==> config.mk <==
export PLATFORM = sky130hd
export DESIGN_NAME = turn_scheduler_flat
export DESIGN_NICKNAME = d
export VERILOG_FILES = /design/src/rtl/turn_pkg.sv /design/src/rtl/turn_scheduler_if.sv /design/src/rtl/turn_step.sv /design/src/rtl/turn_scheduler.sv /design/src/flat_wrapper.sv
export SDC_FILE = /design/constraint.sdc
export NUM_CORES = 1
export LEC_CHECK = 0
export ABC_AREA = 1
export BUFFER_PORTS_ARGS = -buffer_cell sky130_fd_sc_hd__clkbuf_2
export CORE_MARGIN = 8
export CORE_UTILIZATION = 30
export DETAILED_ROUTE_END_ITERATION = 8
export PLACE_DENSITY_LB_ADDON = 0.1
export REMOVE_ABC_BUFFERS = 1
export SYNTH_ARGS = -nofsm -noshare
export SYNTH_HDL_FRONTEND = slang
export SYNTH_HIERARCHICAL = 1
export SYNTH_SLANG_ARGS = --single-unit
==> constraint.sdc <==
create_clock -name clk -period 3 [get_ports clk]
set_input_delay 0.9 -clock clk [delete_from_list [all_inputs] [get_ports clk]]
set_output_delay 0.9 -clock clk [all_outputs]
set_load 0.02 [all_outputs]
==> src/rtl/turn_pkg.sv <==
// Shared types and the turn-pointer step function for the turn scheduler.
package turn_pkg;

   typedef enum logic [1:0] {
      IDLE   = 2'd0,
      SEARCH = 2'd1,
      ACTIVE = 2'd2,
      HALT   = 2'd3
   } state_t;

   localparam logic DIR_FWD = 1'b0;
   localparam logic DIR_REV = 1'b1;

   // Wide enough for any index or count up to 16 players.
   localparam int unsigned IDX_W = 5;

   typedef struct packed {
      logic [IDX_W-1:0] idx;
      logic             wrap;
   } step_t;

   function automatic step_t next_idx(input logic [IDX_W-1:0] c,
                                      input logic [IDX_W-1:0] n,
                                      input logic             d);
      step_t r;
      r.idx  = c;
      r.wrap = 1'b0;
      if (d == DIR_FWD) begin
         if (c == n - IDX_W'(1)) begin
            r.idx  = '0;
            r.wrap = 1'b1;
         end else begin
            r.idx = c + IDX_W'(1);
         end
      end else begin
         if (c == '0) begin
            r.idx  = n - IDX_W'(1);
            r.wrap = 1'b1;
         end else begin
            r.idx = c - IDX_W'(1);
         end
      end
      return r;
   endfunction

endpackage

==> src/rtl/turn_scheduler_if.sv <==
// Game-FSM <-> turn scheduler signal bundle.
interface turn_scheduler_if #(
   parameter int unsigned MAX_PLAYERS = 4,
   parameter int unsigned ROUND_W     = 8
);
   localparam int unsigned PW = $clog2(MAX_PLAYERS);

   logic                   start;
   logic                   stop;
   logic [PW:0]            num_players;
   logic [PW-1:0]          first_player;
   logic                   advance;
   logic                   reverse;
   logic [MAX_PLAYERS-1:0] skip_mask;

   logic [PW-1:0]          cur_player;
   logic                   turn_valid;
   logic                   turn_start;
   logic                   dir;
   logic [ROUND_W-1:0]     round_cnt;
   logic                   all_skipped;
   logic                   cfg_err;

   modport master (
      output start, stop, num_players, first_player, advance, reverse, skip_mask,
      input  cur_player, turn_valid, turn_start, dir, round_cnt, all_skipped, cfg_err
   );

   modport slave (
      input  start, stop, num_players, first_player, advance, reverse, skip_mask,
      output cur_player, turn_valid, turn_start, dir, round_cnt, all_skipped, cfg_err
   );
endinterface

==> src/rtl/turn_step.sv <==
// Combinational next-index and wrap detection for the turn pointer.
module turn_step
   import turn_pkg::*;
#(
   parameter int unsigned MAX_PLAYERS = 4
) (
   input  logic [$clog2(MAX_PLAYERS)-1:0] cur,
   input  logic [$clog2(MAX_PLAYERS):0]   n,
   input  logic                           dir,
   output logic [$clog2(MAX_PLAYERS)-1:0] nxt_c,
   output logic                           wrap_c
);
   localparam int unsigned PW = $clog2(MAX_PLAYERS);

   step_t s;
   logic  unused_idx_hi;

   always_comb s = next_idx(IDX_W'(cur), IDX_W'(n), dir);

   assign nxt_c         = s.idx[PW-1:0];
   assign wrap_c        = s.wrap;
   assign unused_idx_hi = ^s.idx;
endmodule

==> src/rtl/turn_scheduler.sv <==
// Turn controller: runtime player count, skip mask, reversal, round counting.
module turn_scheduler
   import turn_pkg::*;
#(
   parameter int unsigned MAX_PLAYERS = 4,
   parameter int unsigned ROUND_W     = 8
) (
   input  logic             clk,
   input  logic             rst_n,
   turn_scheduler_if.slave  bus
);
   localparam int unsigned PW = $clog2(MAX_PLAYERS);

   state_t             state_q, state_d;
   logic [PW-1:0]      cur_q, cur_d;
   logic [PW-1:0]      cand_q, cand_d;
   logic [PW:0]        n_q, n_d;
   logic [PW:0]        rej_q, rej_d;
   logic               dir_q, dir_d;
   logic [ROUND_W-1:0] round_q, round_d;
   logic               valid_q, valid_d;
   logic               tstart_q, tstart_d;
   logic               halt_q, halt_d;
   logic               err_q, err_d;

   logic [PW-1:0]      step_in;
   logic               step_dir;
   logic [PW-1:0]      step_nxt;
   logic               step_wrap;
   logic               cfg_ok;

   // Searches step the candidate; advances from ACTIVE/HALT step the current holder.
   assign step_in  = (state_q == SEARCH) ? cand_q : cur_q;
   assign step_dir = dir_q ^ (bus.reverse & ~bus.start & ~bus.stop & (state_q != IDLE));
   assign cfg_ok   = (bus.num_players != '0) && (bus.num_players <= (PW+1)'(MAX_PLAYERS));

   turn_step #(.MAX_PLAYERS(MAX_PLAYERS)) u_step (
      .cur    (step_in),
      .n      (n_q),
      .dir    (step_dir),
      .nxt_c  (step_nxt),
      .wrap_c (step_wrap)
   );

   always_comb begin
      state_d  = state_q;
      cur_d    = cur_q;
      cand_d   = cand_q;
      n_d      = n_q;
      rej_d    = rej_q;
      dir_d    = dir_q;
      round_d  = round_q;
      tstart_d = 1'b0;
      err_d    = 1'b0;

      if (bus.start) begin
         if (!cfg_ok) begin
            err_d = 1'b1;
         end else begin
            n_d     = bus.num_players;
            dir_d   = DIR_FWD;
            round_d = '0;
            rej_d   = '0;
            cand_d  = ((PW+1)'(bus.first_player) < bus.num_players) ? bus.first_player : '0;
            state_d = SEARCH;
         end
      end else if (bus.stop) begin
         state_d = IDLE;
      end else if (state_q != IDLE) begin
         dir_d = step_dir;
         case (state_q)
            SEARCH: begin
               if (!bus.skip_mask[cand_q]) begin
                  cur_d    = cand_q;
                  tstart_d = 1'b1;
                  state_d  = ACTIVE;
               end else if (rej_q == n_q - (PW+1)'(1)) begin
                  state_d = HALT;
               end else begin
                  rej_d  = rej_q + (PW+1)'(1);
                  cand_d = step_nxt;
                  if (step_wrap && (round_q != '1)) round_d = round_q + ROUND_W'(1);
               end
            end
            ACTIVE, HALT: begin
               if (bus.advance) begin
                  rej_d   = '0;
                  cand_d  = step_nxt;
                  state_d = SEARCH;
                  if (step_wrap && (round_q != '1)) round_d = round_q + ROUND_W'(1);
               end
            end
            default: state_d = IDLE;
         endcase
      end

      valid_d = (state_d == ACTIVE);
      halt_d  = (state_d == HALT);
   end

   always_ff @(posedge clk or negedge rst_n) begin
      if (!rst_n) begin
         state_q  <= IDLE;
         cur_q    <= '0;
         cand_q   <= '0;
         n_q      <= '0;
         rej_q    <= '0;
         dir_q    <= DIR_FWD;
         round_q  <= '0;
         valid_q  <= 1'b0;
         tstart_q <= 1'b0;
         halt_q   <= 1'b0;
         err_q    <= 1'b0;
      end else begin
         state_q  <= state_d;
         cur_q    <= cur_d;
         cand_q   <= cand_d;
         n_q      <= n_d;
         rej_q    <= rej_d;
         dir_q    <= dir_d;
         round_q  <= round_d;
         valid_q  <= valid_d;
         tstart_q <= tstart_d;
         halt_q   <= halt_d;
         err_q    <= err_d;
      end
   end

   assign bus.cur_player  = cur_q;
   assign bus.turn_valid  = valid_q;
   assign bus.turn_start  = tstart_q;
   assign bus.dir         = dir_q;
   assign bus.round_cnt   = round_q;
   assign bus.all_skipped = halt_q;
   assign bus.cfg_err     = err_q;
endmodule

==> src/flat_wrapper.sv <==
// flat-port wrapper written by rule: the top's interface ports become plain ports
module turn_scheduler_flat import turn_pkg::*;
#(
   parameter int unsigned MAX_PLAYERS = 4,
   parameter int unsigned ROUND_W     = 8
)
  (clk, rst_n, bus_start, bus_stop, bus_num_players, bus_first_player, bus_advance, bus_reverse, bus_skip_mask, bus_cur_player, bus_turn_valid, bus_turn_start, bus_dir, bus_round_cnt, bus_all_skipped, bus_cfg_err);
  turn_scheduler_if #(.MAX_PLAYERS(MAX_PLAYERS), .ROUND_W(ROUND_W)) bus_i ();
  input  logic clk;
  input  logic rst_n;
  input wire logic [$bits(bus_i.start)-1:0] bus_start;
  input wire logic [$bits(bus_i.stop)-1:0] bus_stop;
  input wire logic [$bits(bus_i.num_players)-1:0] bus_num_players;
  input wire logic [$bits(bus_i.first_player)-1:0] bus_first_player;
  input wire logic [$bits(bus_i.advance)-1:0] bus_advance;
  input wire logic [$bits(bus_i.reverse)-1:0] bus_reverse;
  input wire logic [$bits(bus_i.skip_mask)-1:0] bus_skip_mask;
  output wire logic [$bits(bus_i.cur_player)-1:0] bus_cur_player;
  output wire logic [$bits(bus_i.turn_valid)-1:0] bus_turn_valid;
  output wire logic [$bits(bus_i.turn_start)-1:0] bus_turn_start;
  output wire logic [$bits(bus_i.dir)-1:0] bus_dir;
  output wire logic [$bits(bus_i.round_cnt)-1:0] bus_round_cnt;
  output wire logic [$bits(bus_i.all_skipped)-1:0] bus_all_skipped;
  output wire logic [$bits(bus_i.cfg_err)-1:0] bus_cfg_err;
  assign bus_i.start = bus_start;
  assign bus_i.stop = bus_stop;
  assign bus_i.num_players = bus_num_players;
  assign bus_i.first_player = bus_first_player;
  assign bus_i.advance = bus_advance;
  assign bus_i.reverse = bus_reverse;
  assign bus_i.skip_mask = bus_skip_mask;
  assign bus_cur_player = bus_i.cur_player;
  assign bus_turn_valid = bus_i.turn_valid;
  assign bus_turn_start = bus_i.turn_start;
  assign bus_dir = bus_i.dir;
  assign bus_round_cnt = bus_i.round_cnt;
  assign bus_all_skipped = bus_i.all_skipped;
  assign bus_cfg_err = bus_i.cfg_err;
  turn_scheduler #(.MAX_PLAYERS(MAX_PLAYERS), .ROUND_W(ROUND_W)) u_core (.clk(clk), .rst_n(rst_n), .bus(bus_i));
endmodule
==> results of run 1 <==
## area by class of cell
cell class	count	share of cell area
sequential	25	0.317
clock buffer	3	0.0209
inverter	31	0.0603
multi-input combinational	177	0.475
clock inverter	1	0.00381
tap	72	0.0457
timing repair buffer	30	0.0774
## path summary, 6_finish.rpt
kind                                                startpoint                              endpoint  slack, ns  depth (start not counted)
hold reg to reg            u_core/bus.round_cnt[5]$_DFFE_PN0P_   u_core/bus.round_cnt[5]$_DFFE_PN0P_       0.53                          2
max in group asynchronous                                rst_n           u_core/state_q[1]$_DFF_PN0_       1.94                          1
setup reg to reg                   u_core/state_q[1]$_DFF_PN0_   u_core/bus.round_cnt[5]$_DFFE_PN0P_       0.63                         16
setup / recovery                                     bus_start   u_core/bus.round_cnt[5]$_DFFE_PN0P_       0.55                         17
hold / removal             u_core/bus.round_cnt[5]$_DFFE_PN0P_   u_core/bus.round_cnt[5]$_DFFE_PN0P_       0.53                          2
min in group asynchronous                                rst_n  u_core/bus.cur_player[0]$_DFFE_PN0P_       0.64                          1
## routing by layer
layer  track usage  vias up  share of wire
li1              -      808              -
met1         0.140      638           0.52
met2         0.150       18           0.43
met3        0.0272        2          0.039
met4        0.0368        0         0.0098
met5             0        -              0
## flip-flops by register name, summed over array words and instances, names as in the netlist, 2 cells and up
register and flops:
u_core/rej_q 3, u_core/n_q 3, u_core/state_q 2, u_core/bus.round_cnt 8, u_core/cand_q 2, u_core/bus.cur_player 2
## per-stage QoR
step                      worst slack [ns]  hold WS (ns)  utilization  instance area (sq um)  total power, mW
after global routing                 0.314         0.565        0.360                   1970             1.50
final                                0.554         0.527        0.360                   1970             1.36
after floorplan                      0.565         0.481            -                   1680            0.987
after detailed placement             0.271         0.508        0.351                   1920             1.16
after CTS                            0.556         0.533        0.360                   1970             1.39
after global placement               0.307         0.513        0.351                   1920             1.17
## synth_stat cells (6+ instances only)
| cell type | n |
|---|---|
| xor2_1 | 7 |
| a21oi_1 | 6 |
| nor2_1 | 21 |
| dfrtp_1 | 25 |
| nand3_1 | 9 |
| nand2_1 | 80 |
| inv_2 | 6 |
| o21ai_1 | 7 |
| o21ai_0 | 8 |
| ha_1 | 7 |
| nand2_2 | 9 |
| inv_1 | 23 |
| nand4_1 | 6 |
## kinds of logic (layout without fill, tap and decap cells)
family                     Yosys count  after routing  synth area share
AOI/OAI and AO/OA                   27             27            0.0944
xor gates and xnor gates             8              8            0.0413
adders and majority gates            7              7            0.0516
buffers and inverters               33             65            0.0796
DFF                                 25             25             0.369
and+or+nand+nor                    135            135             0.364
## where the power goes
group          leakage [nW]  switching, mW  internal [mW]
sequential            0.328         0.0806          0.414
clock                0.0217          0.116         0.0942
combinational         0.704          0.422          0.233
## worst min-delay path, stage by stage, from the launching register on
cell	delay (ns)
dfrtp_1	0.39
nand2_1	0.06
nand2_1	0.05
==> reports/metrics.csv, run 1 <==
stage,metric,value,unit
critical_path,worst_path_max_delay_cell,xor2_1,
placement,gp_congestion,0.768,
timing,rsz0062_at_grt,false,
cts,clk_pin_slew,0.10,ns
timing,hold_viol_final,0,
critical_path,critPathKind,in -> reg,
hold_path,hp-class,reg -> reg,
routing,drt_iter0_drc,43,
global_routing,grt_overflow,0,
routing,drc,0,
finish,final_cell_mix,"80 x nand2_1, 29 x clkbuf_2, 25 x dfrtp_1",
timing,maxSlewViolCount,0,
routing,first_pass_iters,4,
global_routing,globalRouteTotalUtil,0.102,
critical_path,critical_path_buf_inv_count,5,
placement,dp.cells,335,
die,die_w,91.2,um
synthesis,yosys_warnings,6,
global_routing,grt_pass1_vias,1418,
die,core_area,5470,sq um
synthesis,synth_top_area_frac,0.369,
critical_path,critPathCaptureType,flip-flop,
critical_path,startpoint_type,input pin,
cts,cts_root_buffer,clkbuf_8,
timing,setup_viol,0,
cts,insertion_delay,0.27,ns
finish,drive_gt1_frac,0.221,
finish,nets,290,
routing,antenna_left,0,
finish,multi_input_comb_area,936,sq um
die,dieArea,8320,sq um
cts,tritoncts,yes,
placement,port_buffers,29,
timing,period_share,0.815,
placement,dpl.hpwl,3.20,mm
cts,htreeDepth,1,
synthesis,postSynth.asyncResetShare,1.00,
timing,fmax,409,MHz
global_routing,grt_max_degree,26,
synthesis,ys_seq_area_frac,0.369,
status,status,"complete, no violations",
timing,period_needed,2.45,ns
cts,cts.sinks,25,
synthesis,synth_area_leaders,"dfrtp_1 37%, nand2_1 18%, ha_1 5.2%",
synthesis,synth_ff_type,dfrtp_1,
timing,tightest_slew,0.657,ns
timing,fin_tns_setup,0,ns
synthesis,synth_cells,235,
cts,postCtsHoldBufs,0,
synthesis,synth_seq_cells,25,
die,die_h,91.2,um
synthesis,synth.distinct_cells,28,
pwr,p_per_area,690,nW/um^2
finish,final_common_cell,nand2_1,
critical_path,path_cells,"clkbuf_2, nor2_1, inv_2, nor2_1, nand2_1, xor2_1, inv_1, inv_1, nand3_1, nand2_1, nand2_1, o21bai_1, nand2_2, clkinv_1, nor2_4, nand2_1, nand2_1",
cts,cts_setup_buffers,0,
critical_path,critPathMaxFanout,6,
synthesis,synthesis.area,1700,sq um
run,cap_viol_max_count,0,
cts,postCtsResizedCells,0,
die,ios,30,
critical_path,arrival,2.67,ns
critical_path,crit_family,simple AND/OR/NAND/NOR gates,
synthesis,avgSynthCellArea,7.22,sq um
synthesis,synth_edf_count,0,
global_routing,antenna_found_initial,0,
timing,max_slew_margin,0.562,
routing,finalWirelength,4.06,mm
finish,insertedDiodeCount,0,
die,initial_utilization,0.310,
critical_path,crit_top_cell,nand2_1,
finish,area_delta_synth_final,16.2,%
critical_path,required,3.22,ns
synthesis,yosys.area.top_type,dfrtp_1,
timing,skew,0.00817,ns
routing,drt-vias-per-instance,4.32,
cts,cts_buffers,3,
routing,via_count,1466,
finish,seqCellArea,626,sq um
finish,fillers,629,
routing,post_drt_wl_per_cell,12.0,um
pwr,power_leakage,1.05,nW
pwr,ir_worst_vdd,0.235,mV
global_routing,grt_pass1_wl,6.93,mm
critical_path,crit_path_max_incr_delay,0.18,ns
finish,stdcell_count,339,
cts,clk_path_buf_depth,2,
die,fp-row-count,27,
Power figures use the tool's default switching activity.
==> inputs of run 2 (changes only) <==
- clock period: 3 -> 2.5 ns (I/O delays scaled with it)
==> reports/metrics.csv, run 2 (same netlist as run 1, synthesis figures left out) <==
stage,metric,value,unit
critical_path,startpoint_type,input pin,
timing,setup_ws,0.307,ns
placement,port_buffers,29,
critical_path,required,2.72,ns
critical_path,arrival,2.41,ns
timing,tightest_slew,0.667,ns
cts,tritoncts,yes,
timing,fin_tns_setup,0,ns
routing,first_pass_iters,6,
pwr,switching_share,0.450,
global_routing,globalRouteMet3Util,0.0222,
pwr,internal_power,0.910,mW
pwr,p_switching,0.746,mW
global_routing,grt_pass1_vias,1484,
run,cap_viol_max_count,0,
global_routing,grt_max_degree,26,
placement,dp_slack,0.00509,ns
placement,gp_congestion,0.805,
routing,post_drt_wl_per_cell,12.0,um
global_routing,top_usage_layer,met2,
critical_path,critPathMaxFanout,4,
critical_path,critPathCaptureType,flip-flop,
global_routing,antenna_found_initial,0,
pwr,ir_worst_vdd,0.367,mV
routing,drt_iter0_drc,43,
cts,cts.sinks,25,
pwr,power_leakage,1.07,nW
routing,via_count,1488,
die,ios,30,
die,fp-row-count,27,
timing,max_slew_margin,0.556,
timing,rsz0062_at_grt,false,
cts,cts_buffers,3,
die,initial_utilization,0.310,
pwr,power_frac_comb,0.487,
timing,hold_viol_final,0,
cts,insertion_delay,0.27,ns
routing,drt-vias-per-instance,4.34,
placement,dpl.hpwl,3.21,mm
cts,htreeDepth,1,
global_routing,grt_overflow,0,
global_routing,grt_pass1_wl,7.02,mm
global_routing,globalRouteTotalUtil,0.102,
cts,postCtsHoldBufs,0,
timing,skew,0.00136,ns
timing,period_needed,2.19,ns
die,die_w,91.2,um
routing,drc,0,
cts,cts_root_buffer,clkbuf_8,
routing,antenna_left,0,
timing,setup_viol,0,
routing,finalWirelength,4.11,mm
finish,nets,294,
global_routing,use_met1,0.140,
die,dieArea,8320,sq um
pwr,p_per_area,827,nW/um^2
timing,period_share,0.877,
finish,fillers,610,
cts,cts_setup_buffers,0,
finish,largest_reg_flops,8,
finish,final_cell_mix,"80 x nand2_1, 29 x clkbuf_2, 25 x dfrtp_1",
timing,fmax,456,MHz
finish,drive_gt1_frac,0.232,
pwr,seq_power_share,0.362,
die,core_area,5470,sq um
finish,area_delta_synth_final,18.0,%
status,status,"complete, no violations",
finish,insertedDiodeCount,0,
critical_path,critPathKind,in -> reg,
hold_path,hp-class,in -> async,
cts,clk_pin_slew,0.09,ns
pwr,clkPwrFrac,0.152,
cts,postCtsResizedCells,0,
global_routing,grt_util_met2,0.152,
timing,maxSlewViolCount,0,
die,die_h,91.2,um
cts,clk_path_buf_depth,2,
critical_path,reg2reg_depth,16,
finish,final_common_cell,nand2_1,
==> run 2: critical path: stages <==
cell and delay [ns]:
clkbuf_2 0.11, nor2_1 0.15, inv_2 0.06, nor2_1 0.13, nand2_1 0.08, xor2_1 0.17, inv_1 0.09, inv_1 0.07
nand3_1 0.07, nand2_1 0.06, nand2_1 0.04, o21bai_1 0.15, nand2_2 0.11, clkinv_1 0.11, nor2_4 0.14, nand2_1 0.06
nand2_1 0.06
==> run 2: stage by stage <==
step	std cells	power [mW]	util	hold WS, ns	cell area, sq um
floorplan	233	1.18	-	0.454	1680
global placement	339	1.42	0.357	0.514	1950
detailed placement	339	1.42	0.357	0.506	1950
CTS	343	1.69	0.366	0.529	2000
global route	343	1.83	0.366	0.544	2000
finish	343	1.66	0.366	0.485	2000
==> run 2: area by class of cell <==
cell class,count,area [sq um],share of cell area
Timing Repair Buffer,34,183,0.0912
Tap cell,72,90.1,0.0450
Clock inverter,1,7.51,0.00375
Multi-Input combinational cell,177,936,0.468
Sequential cell,25,626,0.313
Clock buffer,3,41.3,0.0206
Inverter,31,119,0.0594
==> run 2: power groups by stage <==
| stage | sequential [mW] | combinational [mW] | clock [mW] |
|---|---|---|---|
| 3_5_place_dp | 0.608 | 0.812 | 0 |
| 6_report | 0.599 | 0.806 | 0.252 |
| 3_3_place_gp | 0.608 | 0.815 | 0 |
| 4_1_cts | 0.601 | 0.815 | 0.270 |
| 5_1_grt | 0.615 | 0.935 | 0.284 |
| 2_1_floorplan | 0.643 | 0.542 | 0 |
==> run 2: routing by layer <==
layer / share of wire / up-vias
met4: 0.013 / 0
li1: - / 811
met2: 0.42 / 24
met5: 0 / -
met3: 0.038 / 4
met1: 0.53 / 649
==> run 2: final timing paths <==
kind,start,end,slack [ns]
worst max-delay path,bus_start,u_core/bus.round_cnt[4]$_DFFE_PN0P_,0.31
worst min-delay path,rst_n,u_core/cand_q[1]$_DFFE_PN0P_,0.49
worst max register to register,u_core/state_q[1]$_DFF_PN0_,u_core/bus.round_cnt[4]$_DFFE_PN0P_,0.34
worst min register to register,u_core/bus.round_cnt[5]$_DFFE_PN0P_,u_core/bus.round_cnt[5]$_DFFE_PN0P_,0.52
max in group asynchronous,rst_n,u_core/bus.round_cnt[4]$_DFFE_PN0P_,1.58
min in group clk,u_core/bus.round_cnt[5]$_DFFE_PN0P_,u_core/bus.round_cnt[5]$_DFFE_PN0P_,0.52
